### src/rtl/axi4_slave_write_ctrl_pkg.sv
// Shared AXI4 write-path types: burst/response codes, the queued AW entry
// and the default 12 KB decode window.
package axi4_slave_write_ctrl_pkg;

    localparam int unsigned AXI4_ID_WIDTH   = 4;
    localparam int unsigned AXI4_ADDR_WIDTH = 32;

    localparam logic [AXI4_ADDR_WIDTH-1:0] AXI4_WIN_MIN_ADDR = 32'h0000_0000;
    localparam logic [AXI4_ADDR_WIDTH-1:0] AXI4_WIN_MAX_ADDR = 32'h0000_2FFF;

    typedef enum logic [1:0] {
        BURST_FIXED    = 2'b00,
        BURST_INCR     = 2'b01,
        BURST_WRAP     = 2'b10,
        BURST_RESERVED = 2'b11
    } axi4_burst_e;

    typedef enum logic [1:0] {
        RESP_OKAY   = 2'b00,
        RESP_EXOKAY = 2'b01,
        RESP_SLVERR = 2'b10,
        RESP_DECERR = 2'b11
    } axi4_resp_e;

    typedef struct packed {
        logic [AXI4_ID_WIDTH-1:0]   id;
        logic [AXI4_ADDR_WIDTH-1:0] addr;
        logic [7:0]                 len;
        logic [2:0]                 size;
        axi4_burst_e                burst;
    } axi4_aw_entry_s;

    typedef enum logic [1:0] {
        ST_IDLE,
        ST_DATA,
        ST_RESP
    } wr_state_e;

    function automatic logic wrap_len_ok(input logic [7:0] len);
        return (len == 8'd1) || (len == 8'd3) || (len == 8'd7) || (len == 8'd15);
    endfunction

endpackage

### src/rtl/axi4_sync_fifo.sv
// Synchronous FIFO for queued write-address entries; DEPTH must be a power of 2
// so the read/write pointers wrap naturally.
module axi4_sync_fifo
    import axi4_slave_write_ctrl_pkg::*;
#(
    parameter int unsigned WIDTH = $bits(axi4_aw_entry_s),
    parameter int unsigned DEPTH = 16
) (
    input  logic                           clk,
    input  logic                           rst_n,
    input  logic                           push,
    input  logic [WIDTH-1:0]               push_data,
    input  logic                           pop,
    output logic [WIDTH-1:0]               pop_data,
    output logic                           full,
    output logic                           empty,
    output logic [$clog2(DEPTH+1)-1:0]     count
);

    localparam int unsigned PTR_WIDTH = $clog2(DEPTH);
    localparam int unsigned CNT_WIDTH = $clog2(DEPTH + 1);

    logic [WIDTH-1:0]     mem [DEPTH];
    logic [PTR_WIDTH-1:0] wr_ptr;
    logic [PTR_WIDTH-1:0] rd_ptr;
    logic                 do_push;
    logic                 do_pop;

    assign do_push  = push && !full;
    assign do_pop   = pop && !empty;
    assign full     = (count == CNT_WIDTH'(DEPTH));
    assign empty    = (count == '0);
    assign pop_data = mem[rd_ptr];

    always_ff @(posedge clk) begin
        if (do_push) begin
            mem[wr_ptr] <= push_data;
        end
    end

    always_ff @(posedge clk or negedge rst_n) begin
        if (!rst_n) begin
            wr_ptr <= '0;
            rd_ptr <= '0;
            count  <= '0;
        end else begin
            if (do_push) begin
                wr_ptr <= wr_ptr + PTR_WIDTH'(1);
            end
            if (do_pop) begin
                rd_ptr <= rd_ptr + PTR_WIDTH'(1);
            end
            count <= count + CNT_WIDTH'(do_push) - CNT_WIDTH'(do_pop);
        end
    end

endmodule

### src/rtl/axi4_slave_write_ctrl.sv
// AXI4 slave write-path controller: queues AW requests, walks FIXED/INCR/WRAP
// beat addresses onto a byte-strobed memory port and returns in-order B responses.
module axi4_slave_write_ctrl
    import axi4_slave_write_ctrl_pkg::*;
#(
    parameter int unsigned                ADDRESS_WIDTH     = AXI4_ADDR_WIDTH,
    parameter int unsigned                DATA_WIDTH        = 64,
    parameter int unsigned                ID_WIDTH          = AXI4_ID_WIDTH,
    parameter int unsigned                OUTSTANDING_DEPTH = 16,
    parameter logic [ADDRESS_WIDTH-1:0]   MIN_ADDRESS       = AXI4_WIN_MIN_ADDR,
    parameter logic [ADDRESS_WIDTH-1:0]   MAX_ADDRESS       = AXI4_WIN_MAX_ADDR
) (
    input  logic                                       aclk,
    input  logic                                       aresetn,
    input  logic [ID_WIDTH-1:0]                        awid,
    input  logic [ADDRESS_WIDTH-1:0]                   awaddr,
    input  logic [7:0]                                 awlen,
    input  logic [2:0]                                 awsize,
    input  logic [1:0]                                 awburst,
    input  logic                                       awvalid,
    output logic                                       awready,
    input  logic [DATA_WIDTH-1:0]                      wdata,
    input  logic [DATA_WIDTH/8-1:0]                    wstrb,
    input  logic                                       wlast,
    input  logic                                       wvalid,
    output logic                                       wready,
    output logic [ID_WIDTH-1:0]                        bid,
    output logic [1:0]                                 bresp,
    output logic                                       bvalid,
    input  logic                                       bready,
    output logic                                       mem_we,
    output logic [ADDRESS_WIDTH-1:0]                   mem_addr,
    output logic [DATA_WIDTH-1:0]                      mem_wdata,
    output logic [DATA_WIDTH/8-1:0]                    mem_wstrb,
    output logic [$clog2(OUTSTANDING_DEPTH+1)-1:0]     outstanding_count
);

    localparam int unsigned STRB_WIDTH = DATA_WIDTH / 8;
    localparam int unsigned CNT_WIDTH  = $clog2(OUTSTANDING_DEPTH + 1);
    localparam int unsigned MAX_SIZE   = $clog2(STRB_WIDTH);

    wr_state_e                state_q, state_d;
    axi4_aw_entry_s           push_entry;
    axi4_aw_entry_s           head;
    logic                     push;
    logic                     pop;
    logic                     fifo_full;
    logic                     fifo_empty;
    logic [CNT_WIDTH-1:0]     count;
    logic [CNT_WIDTH-1:0]     count_next;
    logic                     awready_q;

    logic [ID_WIDTH-1:0]      id_q, id_d;
    logic [ADDRESS_WIDTH-1:0] addr_q, addr_d;
    logic [7:0]               len_q, len_d;
    logic [7:0]               beat_q, beat_d;
    logic [2:0]               size_q, size_d;
    axi4_burst_e              burst_q, burst_d;
    axi4_resp_e               err_q, err_d;

    logic [ADDRESS_WIDTH-1:0] head_addr;
    logic [ADDRESS_WIDTH-1:0] head_mask;
    logic [ADDRESS_WIDTH:0]   below_diff;
    logic [ADDRESS_WIDTH:0]   above_diff;
    axi4_resp_e               head_err;
    logic [ADDRESS_WIDTH-1:0] step;
    logic [ADDRESS_WIDTH-1:0] wrap_mask;
    logic [ADDRESS_WIDTH-1:0] next_addr;

    assign push              = awvalid && awready_q && !fifo_full;
    assign awready           = awready_q;
    assign outstanding_count = count;

    always_comb begin
        push_entry       = '0;
        push_entry.id    = AXI4_ID_WIDTH'(awid);
        push_entry.addr  = AXI4_ADDR_WIDTH'(awaddr);
        push_entry.len   = awlen;
        push_entry.size  = awsize;
        push_entry.burst = axi4_burst_e'(awburst);
    end

    axi4_sync_fifo #(
        .WIDTH ($bits(axi4_aw_entry_s)),
        .DEPTH (OUTSTANDING_DEPTH)
    ) u_aw_fifo (
        .clk       (aclk),
        .rst_n     (aresetn),
        .push      (push),
        .push_data (push_entry),
        .pop       (pop),
        .pop_data  (head),
        .full      (fifo_full),
        .empty     (fifo_empty),
        .count     (count)
    );

    // awready is registered, so it must look at the occupancy the FIFO will have next cycle
    assign count_next = count + CNT_WIDTH'(push) - CNT_WIDTH'(pop);

    always_ff @(posedge aclk or negedge aresetn) begin
        if (!aresetn) begin
            awready_q <= 1'b0;
        end else begin
            awready_q <= (count_next != CNT_WIDTH'(OUTSTANDING_DEPTH));
        end
    end

    // Start-address decode uses the borrow of a widened subtraction for the window bounds
    always_comb begin
        head_addr  = ADDRESS_WIDTH'(head.addr);
        head_mask  = (ADDRESS_WIDTH'(1) << head.size) - ADDRESS_WIDTH'(1);
        below_diff = {1'b0, head_addr} - {1'b0, MIN_ADDRESS};
        above_diff = {1'b0, MAX_ADDRESS} - {1'b0, head_addr};
        head_err   = RESP_OKAY;
        if (below_diff[ADDRESS_WIDTH] || above_diff[ADDRESS_WIDTH]) begin
            head_err = RESP_DECERR;
        end else if ((head.burst == BURST_RESERVED) ||
                     ((head.burst == BURST_WRAP) && !wrap_len_ok(head.len)) ||
                     ((head.burst == BURST_WRAP) && ((head_addr & head_mask) != '0)) ||
                     (32'(head.size) > MAX_SIZE)) begin
            head_err = RESP_SLVERR;
        end
    end

    always_comb begin
        step      = ADDRESS_WIDTH'(1) << size_q;
        wrap_mask = (ADDRESS_WIDTH'({1'b0, len_q} + 9'd1) << size_q) - ADDRESS_WIDTH'(1);
        case (burst_q)
            BURST_FIXED: next_addr = addr_q;
            BURST_WRAP:  next_addr = (addr_q & ~wrap_mask) + ((addr_q + step) & wrap_mask);
            default:     next_addr = addr_q + step;
        endcase
    end

    always_ff @(posedge aclk or negedge aresetn) begin
        if (!aresetn) begin
            state_q <= ST_IDLE;
            id_q    <= '0;
            addr_q  <= '0;
            len_q   <= '0;
            beat_q  <= '0;
            size_q  <= '0;
            burst_q <= BURST_FIXED;
            err_q   <= RESP_OKAY;
        end else begin
            state_q <= state_d;
            id_q    <= id_d;
            addr_q  <= addr_d;
            len_q   <= len_d;
            beat_q  <= beat_d;
            size_q  <= size_d;
            burst_q <= burst_d;
            err_q   <= err_d;
        end
    end

    always_comb begin
        state_d   = state_q;
        id_d      = id_q;
        addr_d    = addr_q;
        len_d     = len_q;
        beat_d    = beat_q;
        size_d    = size_q;
        burst_d   = burst_q;
        err_d     = err_q;
        pop       = 1'b0;
        wready    = 1'b0;
        bvalid    = 1'b0;
        bid       = '0;
        bresp     = '0;
        mem_we    = 1'b0;
        mem_addr  = '0;
        mem_wdata = '0;
        mem_wstrb = '0;
        case (state_q)
            ST_IDLE: begin
                if (!fifo_empty) begin
                    pop     = 1'b1;
                    id_d    = ID_WIDTH'(head.id);
                    addr_d  = head_addr & ~head_mask;
                    len_d   = head.len;
                    size_d  = head.size;
                    burst_d = head.burst;
                    err_d   = head_err;
                    beat_d  = '0;
                    state_d = ST_DATA;
                end
            end
            ST_DATA: begin
                wready = 1'b1;
                if (wvalid) begin
                    mem_we    = (err_q == RESP_OKAY);
                    mem_addr  = addr_q;
                    mem_wdata = wdata;
                    mem_wstrb = wstrb;
                    addr_d    = next_addr;
                    beat_d    = beat_q + 8'd1;
                    // A misplaced wlast poisons only the following beats; the burst length still follows awlen
                    if ((wlast != (beat_q == len_q)) && (err_q != RESP_DECERR)) begin
                        err_d = RESP_SLVERR;
                    end
                    if (beat_q == len_q) begin
                        state_d = ST_RESP;
                    end
                end
            end
            ST_RESP: begin
                bvalid = 1'b1;
                bid    = id_q;
                bresp  = err_q;
                if (bready) begin
                    state_d = ST_IDLE;
                end
            end
            default: state_d = ST_IDLE;
        endcase
    end

endmodule

### config.mk
export PLATFORM = sky130hd
export DESIGN_NAME = axi4_slave_write_ctrl
export DESIGN_NICKNAME = d
export VERILOG_FILES = /design/src/rtl/axi4_slave_write_ctrl_pkg.sv /design/src/rtl/axi4_sync_fifo.sv /design/src/rtl/axi4_slave_write_ctrl.sv
export SDC_FILE = /design/constraint.sdc
export NUM_CORES = 1
export LEC_CHECK = 0
export BUFFER_PORTS_ARGS = -buffer_cell sky130_fd_sc_hd__clkbuf_2
export CELL_PAD_IN_SITES_DETAIL_PLACEMENT = 1
export CELL_PAD_IN_SITES_GLOBAL_PLACEMENT = 1
export CORE_MARGIN = 5
export CORE_UTILIZATION = 29
export DETAILED_ROUTE_END_ITERATION = 6
export PLACE_DENSITY_LB_ADDON = 0.1
export SLEW_MARGIN = 15
export SYNTH_ARGS = -nofsm -noshare
export SYNTH_HDL_FRONTEND = slang
export SYNTH_SLANG_ARGS = --single-unit
### constraint.sdc
create_clock -name aclk -period 6 [get_ports aclk]
set_input_delay 0.3 -clock aclk [delete_from_list [all_inputs] [get_ports aclk]]
set_output_delay 0.3 -clock aclk [all_outputs]
set_load 0.02 [all_outputs]
; Word-level counts from Yosys, hierarchy flattened
; Memory sizes are Yosys's and may differ from the RTL's.
; Index checks and enable logic that the tools add are counted.
[totals]
mem_bits_rw = 784
input_bits = 127
out_inout_bits = 119
ff_bits = 75
elab_cells = 118
mem_count = 1
[memory_table]
columns = name, depth, word_bits, read_ports, rd_clocked_by_memory_dff, write_ports, line_no
row1 = u_aw_fifo.mem, 16, 49, 1, 0, 1, axi4_sync_fifo.sv:23  ; logic [WIDTH-1:0] mem [DEPTH];
[classes]
reduce_logical = 27
muxes = 34
bitwise = 7
shift = 3
magnitude_cmp = 1
eq_ne = 20
add_sub_neg = 13
[op_table]
columns = op, n
row1 = $and 32x32->32, 4
row2 = $mux 32, 4
row3 = $mux 64, 2
row4 = $pmux 32 s2, 2
row5 = $add 32x32->32, 2
row6 = $not 32->32, 2
row7 = $shl 1x3->32 const A, 2
row8 = $sub 14x32->33 const A, 1
row9 = $mux 8, 4
row10 = $reduce_bool 32->1, 1
row11 = $shl 9x3->32, 1
row12 = $sub 32x1->32 const B, 1
row13 = $sub 32x2->32 const B, 1
row14 = $mux 2, 10
row15 = $pmux 8 s2, 1
row16 = $ne 2x2->1 const B, 7
row17 = $reduce_and 4->1, 3
row18 = $add 5x1->5, 2
row19 = $sub 5x1->5, 2
row20 = $add 8x1->9 const B, 1
row21 = $add 4x1->4 const B, 2
row22 = $add 8x1->8 const B, 1
row23 = $eq 2x2->1 const B, 4
row24 = $eq 8x1->1 const B, 1
row25 = 22 further kinds, 44

; Logic depth before layout (Yosys ltp)
; Gate-level depths: netlist of run 1.
; An unclocked memory read counts as a cell.
[logic_depth]
ltp_word = 14
depth_mapped = 28
ltp_nobuf = 26

; By module
; A second synthesis of run 1 with hierarchy kept.
[unflattened]
cells_unflattened = 2581
hier_area_um2 = 38957.4
[modules_own_cells]
columns = module, seq_area_each_um2, n_inst, area_per_inst_um2, cells_each
row1 = axi4_sync_fifo, 23867.9, 1, 30993.5, 1494
row2 = axi4_slave_write_ctrl, 1551.5, 1, 7963.9, 1087

; Least setup slack after synthesis of run 1
; OpenSTA, ideal clock, no wires.
[synth_timing]
path_kind = reg2reg
start = register size_q[2]
end = register addr_q[31]
stages_incl_launch_ff = 27
setup_slack_ps = -133
setup_time_ps = 126
path_buffers = 3
period_less_slack_ps = 6133
required_time_ps = 5874
t_arrival_ps = 6007
path_cell_list = dfrtp_1 buf_2 buf_1 buf_1 nor2_1 nand2_1 ha_1 o211ai_1 a2111oi_1 o211a_1 nand2_1 or3_1 xnor2_1 and2_1 ha_1 and2_1 o221a_2 a21oi_1 nand2b_1 or4_1 nand2_1 or4b_4 and3b_1 o41a_1 o22ai_1 a21oi_1 a221o_1
[synth_between]
elab_chain_len = 8
word_cells_on_any_way = 11
cone_classes = 3 x add/sub / 2 x shift / 3 x mux / 3 x bitwise
[synth_rtl]
columns = element, line_no
row1 = "start, declared", axi4_slave_write_ctrl.sv:57  ; logic [2:0] size_q, size_d;
row2 = "start signal, assigned", axi4_slave_write_ctrl.sv:152  ; size_q <= size_d;
row3 = $shl 9x3->32, axi4_slave_write_ctrl.sv:128  ; wrap_mask = (ADDRESS_WIDTH'({1'b0, len_q} + 9'd1) << size_q) - ADDRESS_WIDTH'(1);
row4 = $sub 32x1->32, axi4_slave_write_ctrl.sv:128
row5 = $not 32->32, axi4_slave_write_ctrl.sv:131  ; BURST_WRAP: next_addr = (addr_q & ~wrap_mask) + ((addr_q + step) & wrap_mask);
row6 = $and 32x32->32, axi4_slave_write_ctrl.sv:131
row7 = $add 32x32->32, axi4_slave_write_ctrl.sv:131
row8 = $pmux 32 s2 *, axi4_slave_write_ctrl.sv:129  ; case (burst_q)
row9 = $mux 32 *, axi4_slave_write_ctrl.sv:192  ; if (wvalid) begin
row10 = $pmux 32 s2 *, axi4_slave_write_ctrl.sv:176  ; case (state_q)
row11 = "end signal, assigned", axi4_slave_write_ctrl.sv:149  ; addr_q <= addr_d;
row12 = "end, declared", axi4_slave_write_ctrl.sv:54  ; logic [ADDRESS_WIDTH-1:0] addr_q, addr_d;
; Every way passes the cells marked *; elsewhere a longest branch is shown, timed or not. The select of a mux whose other input is x is not followed.
; A chain may end at the register's enable or synchronous reset.

; Worst setup path after layout of run 1
[layout_timing]
start = register len_q[1]
end = register addr_q[31]
[layout_between]
elab_chain_len = 9
word_cells_on_any_way = 10
cone_classes = 3 x add/sub / 1 x shift / 3 x mux / 3 x bitwise
[layout_rtl]
columns = element, line_no
row1 = "start, declared", axi4_slave_write_ctrl.sv:55  ; logic [7:0] len_q, len_d;
row2 = "start signal, assigned", axi4_slave_write_ctrl.sv:150  ; len_q <= len_d;
row3 = $add 8x1->9 *, axi4_slave_write_ctrl.sv:128
row4 = $shl 9x3->32 *, axi4_slave_write_ctrl.sv:128
row5 = $sub 32x1->32 *, axi4_slave_write_ctrl.sv:128
row6 = $not 32->32, axi4_slave_write_ctrl.sv:131
row7 = $and 32x32->32, axi4_slave_write_ctrl.sv:131
row8 = $add 32x32->32 *, axi4_slave_write_ctrl.sv:131
row9 = $pmux 32 s2 *, axi4_slave_write_ctrl.sv:129
row10 = $mux 32 *, axi4_slave_write_ctrl.sv:192
row11 = $pmux 32 s2 *, axi4_slave_write_ctrl.sv:176
; Marked as above.

==> out/metrics.yaml, run 1 <==
outcome:
  status: "finished, final reports clean"
routing:
  routed_length_per_instance_microns: 26.85
  final_antenna_net_count: 0
  dr.pass1.iters: 5
  number_of_drc_markers_after_the_initial_detailed_route_iteration: 1383
  dr_total_vias: 22610
  drt_wl_total_microns: 121700
  detail_route.vias_per_cell: 4.989
  drt_drc_violations_left: 0
timing:
  final_critical_delay_including_setup_and_external_delays_ps: 5901
  fin_worst_skew_ps: 23.72
  timing.final.crit_share_pct: 98.35
  max_slew_vio_count: 0
  report.final.setup_viol: 0
  timing.final.hold_violations: 0
  rsz0062_at_grt: "yes"
  worst_slew_pin_slew_ps: 1111
  fmax_mhz: 169.5
  relSlewSlack_pct: 25.76
  fin_setup_tns_ps: 0
logic_synthesis:
  synth_seq_cells: 859
  synth_ff_type: "edfxtp_1"
  synth.top_cells.by_count: "edfxtp_1 (784), mux4_2 (245), nand2_1 (137), nor2_1 (133), and3_1 (108)"
  synth_enable_flop_cells: 784
  synth_cells: 2297
  synth.net_count: 2476
  avgSynthCellArea_sq_um: 16.60
  synthTopCellsByArea: "edfxtp_1 (62%), mux4_2 (14%), dfrtp_1 (4.9%), and3_1 (1.8%), ha_1 (1.6%)"
  synth.yosys.warnings: 0
  synth.cell_area_sq_um: 38140
  synthDominantCellAreaShare_pct: 61.73
  post-synth-top-count-cell: "edfxtp_1"
  synthDistinctLibCells: 90
  yosysTopAreaCell: "edfxtp_1"
  ys_async_sr_fraction_pct: 8.731
  sequential_to_total_area_share_from_yosys_stat_pct: 66.65
power_and_ir_drop:
  p_clk_share_pct: 23.9
  p_sw_share_pct: 37.72
  share_of_power_burned_in_combinational_logic_pct: 42.4
  total_power_mw: 23.74
  power_switching_mw: 8.954
  leakage_power_total_nw: 16.07
  seq_power_share_pct: 33.6
  p_int_mw: 14.78
  vdd_drop_max_uv: 229.4
  power.density_nw_per_um2: 517.3
worst_setup_path:
  worstPathArrival_ps: 6450
  crit_required_ps: 6550
  worstPathMaxFanout: 8
  crit_path_max_incr_delay_ps: 490
  critical_path_class: "reg2reg"
  crit_chain: "buf_4 > and4_4 > mux2i_2 > a31oi_2 > a2111oi_2 > buf_4 > o211a_1 > nand2_1 > or3_4 > xnor2_2 > and2_4 > ha_4 > and2_1 > o221a_4 > a21oi_2 > nand2b_4 > or4_4 > nand2_4 > or4b_4 > and3b_2 > o41a_1 > mux2i_1 > nand2_1 > a221o_1"
  critPathTopFamily: "simple AND/OR/NAND/NOR gates"
  slowest_stage_cell_crit_path: "or4_4"
  end_kind: "flip-flop"
  r2r-start: "len_q[1]"
  path_buf_inv: 2
  critPathLaunch: "len_q[1]"
  start_kind: "flip-flop"
global_routing:
  grt_max_degree: 101
  gr-usage-all-layers_pct: 17.20
  vias_in_the_first_global_route: 24810
  antenna_found_initial: 15
  grt-ovfl-total: 0
  grt_first_pass_wirelength_microns: 176400
cells_and_area:
  fin_nets: 2875
  layout-drive-gt1-share_pct: 31.93
  syn_to_final_growth_pct: 20.32
clocking:
  max-clock-path-buffers: 3
  cts_tree: "done"
  clock_net_sink_count: 859
  htreeDepth: 3
  clock-root-buffer: "clkbuf_16"
  cts_inserted_buffers: 97
  cts.reportedPaths.clkPinSlew_ps: 70
  clk_latency_ps: 670
floorplan:
  dieHeight_microns: 372.7
  design.die.area_sq_um: 138900
  top_level_ports: 246
  chip_width_microns: 372.7
  floorplan.initialDensity_pct: 29.09
  placementRows: 133
  placeableCoreArea_sq_um: 131100
placement:
  gp_congestion: 0.8195
  dp_hpwl_microns: 78350
  io_buffers: 245
hold_path:
  hp-start: "awid[2]"
  worst_hold_path_type: "in2reg"
run:
  cap_viol_max_count: 0
-- cells by family (layout without fill, tap and decap cells) --
logic type	after synthesis	count (layout)	share of synthesized area, %
DFF	859	859	66.65
and+or+nand+nor	571	571	7.667
AOI/OAI and AO/OA	295	295	5.308
muxes	254	254	14.71
buffers and inverters	176	654	1.827
xor gates and xnor gates	89	89	2.063
adders and majority gates	52	52	1.765
other	1	4	0.009832
-- path summary, 6_finish.rpt --
path                                   endpoint  slack (ps)  depth (start not counted)
setup / recovery                     addr_q[31]         100                         24
hold / removal             u_aw_fifo.mem[5][47]          40                          1
setup reg to reg                     addr_q[31]         100                         24
hold reg to reg                         id_q[0]         470                          2
max in group asynchronous   u_aw_fifo.rd_ptr[2]        4660                          3
min in group asynchronous    u_aw_fifo.count[4]         170                          2
-- stage by stage --
stage	worst slack (ps)	util, %	instances	hold slack [ps]	area, sq um
after detailed placement	-167.7	32.52	4345	340.7	42640
after floorplan	1.661	-	2297	4.409	38150
after global placement	-164.1	32.52	4345	336.3	42640
final	98.71	34.99	4533	40.70	45890
after global routing	-125.8	34.99	4530	22.31	45880
after CTS	19.45	34.89	4528	0.09376	45750
-- power groups by stage --
stage               Clock [mW]  Combinational, mW  Sequential, mW
floorplan                    0               6.29            7.71
global placement             0               10.0            8.09
detailed placement           0               10.1            8.13
CTS                       5.88               10.2            8.01
global route              6.13               10.9            8.07
finish                    5.68               10.1            7.98
-- flip-flops by register name, summed over array words and instances, names as in the netlist, named ones only --
signal and flops:
addr_q 31, awready 1, beat_q 8, burst_q 2
err_q 2, id_q 4, len_q 8, size_q 3
state_q 2, u_aw_fifo.count 5, u_aw_fifo.mem 784, u_aw_fifo.rd_ptr 4
u_aw_fifo.wr_ptr 4
-- worst reg2reg max path, delay by kind of cell, from the launching register on --
kind / cells / cell delay (ps)
XOR/XNOR: 1 / 160
adder cells (fa/ha/maj): 1 / 260
buffers and inverters: 2 / 370
flip-flops: 1 / 390
AND/OR/NAND/NOR: 11 / 2530
multiplexers: 2 / 470
AO/OA/AOI/OAI: 7 / 1610
-- layout make-up --
type | count | area (sq um)
Timing Repair Buffer | 434 | 2761
Multi-Input combinational cell | 1262 | 12330
Inverter | 42 | 158.9
Antenna cell | 3 | 7.507
Fill cell | 13480 | 85240
Tap cell | 1755 | 2196
Sequential cell | 859 | 25440
Clock inverter | 52 | 425.4
Clock buffer | 126 | 2579
-- layer usage --
layer	track usage, %	part of all wire, %	vias to the layer above
met5	0	0.050	-
met4	3.645	1.9	8
met3	2.992	4.1	146
met2	30.29	51	440
met1	22.35	43	12000
li1	-	-	10020
-- cells in the final DEF, fill, tap and decap left out, types with 30 or more instances in the layout --
master and count:
edfxtp_1 784, mux4_2 245, clkbuf_2 244, buf_4 177, nand2_1 136, nor2_1 119
and3_1 108, clkbuf_16 99, dfrtp_1 70, o21ai_0 61, xnor2_1 55, a21oi_1 53
ha_1 47, inv_1 40, and2_1 36, xor2_1 32, nand3_1 30
-- timing repair --
item | 4_1_cts | 5_1_grt
endpoints found under the setup margin | 2 | 6
hold buffers | 4 | 0
hold endpoints to repair | 50 | 0
resized for setup | 13 | 28
pin swaps | 2 | 8
buffers inserted | 1 | 2
Note: power is estimated with default switching activity, not from simulation.
==> run 2: changes to the inputs <==
Settings changed: ABC_AREA set to 1.
==> out/metrics.yaml, run 2 <==
outcome:
  status: "finished, final reports clean"
logic_synthesis:
  synth.top_cells.by_count: "edfxtp_1 (784), nor2_1 (612), nand2_1 (437), o21ai_0 (428), inv_1 (177)"
  post-synth-top-count-cell: "edfxtp_1"
  synthTopCellsByArea: "edfxtp_1 (61%), nor2_1 (5.9%), o21ai_0 (5.5%), dfrtp_1 (4.8%), nand2_1 (4.2%)"
  ys_async_sr_fraction_pct: 8.731
  synth_cells: 3549
  synthDistinctLibCells: 62
  synth.yosys.warnings: 0
  synth.net_count: 3728
  synthDominantCellAreaShare_pct: 60.51
  synth_ff_type: "edfxtp_1"
  synth.cell_area_sq_um: 38910
  yosysTopAreaCell: "edfxtp_1"
  synth_enable_flop_cells: 784
  sequential_to_total_area_share_from_yosys_stat_pct: 65.33
  synth_seq_cells: 859
  avgSynthCellArea_sq_um: 10.96
floorplan:
  dieHeight_microns: 376.3
  chip_width_microns: 376.3
  floorplan.initialDensity_pct: 29.15
  design.die.area_sq_um: 141600
  placeableCoreArea_sq_um: 133500
  top_level_ports: 246
  placementRows: 134
placement:
  io_buffers: 245
  dp_hpwl_microns: 84230
  gp_congestion: 0.7955
  post-place-cells: 5407
  dpl-instance-area_sq_um: 42270
  pre_cts_ws_ps: 556.5
clocking:
  htreeDepth: 3
  cts_inserted_buffers: 99
  clock_net_sink_count: 859
  max-clock-path-buffers: 3
  cts.reportedPaths.clkPinSlew_ps: 60
  clock-root-buffer: "clkbuf_16"
  postCtsSetupBuffers: 0
  clk_latency_ps: 700
  cts_tree: "done"
timing:
  fmax_mhz: 190.1
  relSlewSlack_pct: 27.49
  final_critical_delay_including_setup_and_external_delays_ps: 5259
  fin_worst_skew_ps: 32.41
  timing.final.hold_violations: 0
  rsz0062_at_grt: "no"
  fin_ws_ps: 740.6
  fin_setup_tns_ps: 0
  final_hold_slack_ps: 46.25
  max_slew_vio_count: 0
  timing.final.crit_share_pct: 87.66
  worst_slew_pin_slew_ps: 1085
  report.final.setup_viol: 0
power_and_ir_drop:
  leakage_power_total_nw: 16.34
  total_power_mw: 23.85
  vdd_drop_max_uv: 420.3
  power.density_nw_per_um2: 525.1
cells_and_area:
  largest_registers_in_the_final_layout: "u_aw_fifo.mem (784), addr_q (31)"
  largest_reg_flops: 784
  utilization_pct: 34.02
  postLayoutCellArea_sq_um: 45410
  layout-drive-gt1-share_pct: 13.50
  diodes: 0
  fin_nets: 3933
  final_common_cell: "edfxtp_1"
  layout_common_cells: "edfxtp_1 (784), nor2_1 (596), nand2_1 (437)"
  fin_cells: 5599
  max_flop_register: "u_aw_fifo.mem"
  syn_to_final_growth_pct: 16.71
routing:
  drt_wl_total_microns: 139200
  detail_route.vias_per_cell: 5.036
  dr_total_vias: 28200
  number_of_drc_markers_after_the_initial_detailed_route_iteration: 1560
  drt_drc_violations_left: 0
  dr.pass1.iters: 5
  routed_length_per_instance_microns: 24.86
  final_antenna_net_count: 0
hold_path:
  worst_hold_path_type: "in2reg"
worst_setup_path:
  end_kind: "flip-flop"
  crit_required_ps: 6610
  worstPathArrival_ps: 5860
  start_kind: "flip-flop"
  slowest_stage_cell_crit_path: "dfrtp_1"
  worstPathMaxFanout: 6
  critical_path_class: "reg2reg"
  crit_path_max_incr_delay_ps: 460
global_routing:
  grt_max_degree: 149
  grt_first_pass_wirelength_microns: 202600
  grt-ovfl-total: 0
  antenna_found_initial: 10
  vias_in_the_first_global_route: 29140
  gr-usage-all-layers_pct: 19.17
run:
  cap_viol_max_count: 0
run 2: changes by cell type in the layout (fill, tap and decap cells not counted), moves of 105 or more:
| cell | before | now |
|---|---|---|
| nand2_1 | 136 | 437 |
| and3_1 | 108 | 3 |
| o21ai_0 | 61 | 427 |
| buf_4 | 177 | 50 |
| inv_1 | 40 | 174 |
| nand3_1 | 30 | 145 |
| nor2_1 | 119 | 596 |
| mux4_2 | 245 | 0 |
| o221ai_1 | 1 | 143 |
run 2: worst paths after layout:
check,from,endpoint,slack (ps),depth (start not counted)
worst max-delay path,len_q[0],addr_q[31],740,26
worst min register to register,addr_q[29],addr_q[29],490,2
max in group asynchronous,aresetn,u_aw_fifo.rd_ptr[3],4740,3
worst min-delay path,awaddr[23],u_aw_fifo.mem[7][36],50,1
min in group asynchronous,aresetn,len_q[5],130,2
worst max register to register,len_q[0],addr_q[31],740,26
run 2: kinds of logic (layout without fill, tap and decap cells):
logic type / count (synthesis) / after routing / share of synthesized area [%]
adder cells (fa/ha/maj): 52 / 52 / 1.730
XOR/XNOR: 66 / 66 / 1.486
AND/OR/NAND/NOR: 1316 / 1316 / 14.02
buffers and inverters: 400 / 682 / 4.020
AO/OA/AOI/OAI: 849 / 849 / 13.25
flip-flops: 859 / 859 / 65.33
other: 1 / 1 / 0.009638
multiplexers: 6 / 6 / 0.1544
run 2: layout make-up:
cell class | instances | area [sq um]
Clock buffer | 131 | 2629
Clock inverter | 47 | 364.1
Fill cell | 14730 | 88050
Inverter | 183 | 705.7
Multi-Input combinational cell | 2290 | 12070
Sequential cell | 859 | 25440
Tap cell | 1768 | 2212
Timing Repair Buffer | 321 | 1997
run 2: power by group:
part / total (mW) / leakage [nW] / internal, mW / switching (mW)
registers: 7.89 / 7.98 / 7.32 / 0.568
clock network: 5.70 / 1.46 / 3.24 / 2.46
logic: 10.3 / 6.90 / 2.71 / 7.54
total: 23.8 / 16.3 / 13.3 / 10.6
run 2: worst max-delay path: cells and delay by family, from the launching register on:
kind                     cells  cell delay (ps)
AO/OA/AOI/OAI                7             1770
AND/OR/NAND/NOR             16             2020
flip-flops                   1              460
adder cells (fa/ha/maj)      2              670
XOR/XNOR                     1              230
run 2: layer usage:
layer / routed length [microns] / vias up / share of wire [%] / track usage [%]
li1: - / 13240 / - / -
met5: 54 / - / 0.039 / 0
met4: 2880 / 6 / 2.1 / 4.800
met1: 64870 / 14330 / 47 / 26.19
met2: 65490 / 463 / 47 / 31.83
met3: 5893 / 164 / 4.2 / 3.161
run 2: what timing repair did:
action                                 4_1_cts  5_1_grt
gates resized for setup                      0        2
endpoints found under the hold margin      147        0
hold buffers                                14        0
setup endpoints to repair                    0        4
==> run 3: changes to the inputs <==
Settings changed: BUFFER_PORTS_ARGS -buffer_cell sky130_fd_sc_hd__clkbuf_2 to -buffer_cell sky130_fd_sc_hd__buf_2.
==> out/metrics.yaml, run 3 (same netlist as run 2, synthesis figures left out) <==
worst_setup_path:
  critical_path_class: "reg2reg"
  crit_path_max_incr_delay_ps: 650
  critPathLaunch: "size_q[2]"
  worstPathMaxFanout: 15
  crit_required_ps: 6610
  end_kind: "flip-flop"
  critical_path.endpoint: "addr_q[31]"
  critical_path.reg2reg.endpoint: "addr_q[31]"
  critical_path.most_common_cell: "nand2_1"
  ff2ff_path_depth: 29
  slowest_stage_cell_crit_path: "dfrtp_1"
  setup.reg_to_reg.worst_slack_ps: 630
  start_kind: "flip-flop"
  worstPathArrival_ps: 5970
  r2r-start: "size_q[2]"
placement:
  gp_congestion: 0.7949
  dp_hpwl_microns: 85440
  io_buffers: 245
clocking:
  max-clock-path-buffers: 3
  clk_latency_ps: 700
  postCtsSetupBuffers: 0
  clock_net_sink_count: 859
  htreeDepth: 3
  clock-root-buffer: "clkbuf_16"
  cts_tree: "done"
  cts_inserted_buffers: 99
  cts.reportedPaths.clkPinSlew_ps: 70
cells_and_area:
  max_flop_register: "u_aw_fifo.mem"
  syn_to_final_growth_pct: 17.67
  fin_nets: 3973
  layout.filler_cells: 14690
  layout_common_cells: "edfxtp_1 (784), nor2_1 (596), nand2_1 (437)"
  multi_input_logic_area_sq_um: 12070
  largest_registers_in_the_final_layout: "u_aw_fifo.mem (784), addr_q (31)"
  register_area_sq_um: 25430
  utilization_pct: 34.30
  final_common_cell: "edfxtp_1"
  largest_reg_flops: 784
  layout-drive-gt1-share_pct: 13.06
hold_path:
  worst_hold_path_type: "in2reg"
global_routing:
  antenna_found_initial: 11
  vias_in_the_first_global_route: 29600
  grt_first_pass_wirelength_microns: 204500
  gr-usage-all-layers_pct: 19.29
  grt-ovfl-total: 0
  grt_max_degree: 140
run:
  cap_viol_max_count: 0
floorplan:
  dieHeight_microns: 376.3
  placeableCoreArea_sq_um: 133500
  top_level_ports: 246
  chip_width_microns: 376.3
  floorplan.initialDensity_pct: 29.15
  placementRows: 134
  design.die.area_sq_um: 141600
power_and_ir_drop:
  power.density_nw_per_um2: 520.7
  leakage_power_total_nw: 16.49
  vdd_drop_max_uv: 358.5
timing:
  fin_worst_skew_ps: 31.99
  final_critical_delay_including_setup_and_external_delays_ps: 5366
  timing.final.crit_share_pct: 89.44
  max_slew_vio_count: 0
  rsz0062_at_grt: "no"
  timing.final.hold_violations: 0
  fmax_mhz: 186.4
  fin_setup_tns_ps: 0
  report.final.setup_viol: 0
  worst_slew_pin_slew_ps: 1062
  relSlewSlack_pct: 29.18
routing:
  dr_total_vias: 28550
  detail_route.vias_per_cell: 5.056
  routed_length_per_instance_microns: 24.83
  number_of_drc_markers_after_the_initial_detailed_route_iteration: 1691
  final_antenna_net_count: 0
  drt_drc_violations_left: 0
  drt_wl_total_microns: 140200
  dr.pass1.iters: 5
outcome:
  status: "finished, final reports clean"
==> run 3: changes by cell type in the layout (fill, tap and decap cells not counted), sizes merged <==
| cell | change |
|---|---|
| buf | +246 |
| bufinv | -3 |
| clkbuf | -233 |
| clkinv | -1 |
| clkinvlp | +2 |
| diode | +4 |
| dlygate4sd3 | +37 |
| inv | -4 |
==> run 3: metrics by stage <==
step	total power, mW	setup slack, ps	instances	cell area (sq um)	hold WS, ps
5_1_grt	25.40	11.46	5646	45780	86.66
3_5_place_dp	18.38	555.0	5410	42280	273.0
3_3_place_gp	18.35	608.1	5410	42280	275.0
2_1_floorplan	14.06	1101	3549	38910	4.409
4_1_cts	24.19	501.3	5643	45770	11.42
6_report	23.84	633.7	5647	45780	67.72
==> run 3: worst min path at each step <==
stage | startpoint | end | slack [ps] | cells after the start
global placement | aresetn | u_aw_fifo.wr_ptr[2] | 280 | 1
CTS | wlast | err_q[0] | 10 | 5
finish | wlast | err_q[0] | 70 | 5
floorplan | aresetn | asynchronous set/reset pin | 4 | 0
global route | wlast | err_q[0] | 90 | 5
detailed placement | aresetn | u_aw_fifo.wr_ptr[2] | 270 | 1
==> run 3: critical path: cells and delay by family, from the launching register on <==
| kind | cells | cell delay, ps |
|---|---|---|
| xor gates and xnor gates | 1 | 140 |
| buffers and inverters | 2 | 340 |
| AOI/OAI and AO/OA | 9 | 1930 |
| DFF | 1 | 650 |
| and+or+nand+nor | 15 | 1560 |
| adders and majority gates | 2 | 640 |
==> run 3: cell type report <==
cell class	count	share of cell area (%)
Inverter	183	1.541
Tap cell	1768	4.832
Multi-Input combinational cell	2290	26.35
Sequential cell	859	55.55
Timing Repair Buffer	361	5.193
Antenna cell	4	0.02186
Clock inverter	41	0.5411
Clock buffer	141	5.963
==> run 3: power by group <==
group / internal, mW / total [mW] / switching [mW]
Clock: 3.20 / 5.68 / 2.48
Sequential: 7.32 / 7.86 / 0.540
Combinational: 2.73 / 10.3 / 7.57
==> run 3: what timing repair did <==
action | in CTS | in global routing
hold buffers | 51 | 0
endpoints found under the hold margin | 812 | 0
resized for setup | 0 | 1
setup endpoints to repair | 0 | 2
==> run 3: routing by layer <==
layer	vias to the layer above	part of all wire [%]	routed length (microns)	track usage (%)
met3	135	3.3	4622	2.349
li1	13320	-	-	-
met4	4	1.5	2105	4.070
met2	473	48	67610	33.00
met1	14620	47	65840	26.40
met5	-	0.021	29	0
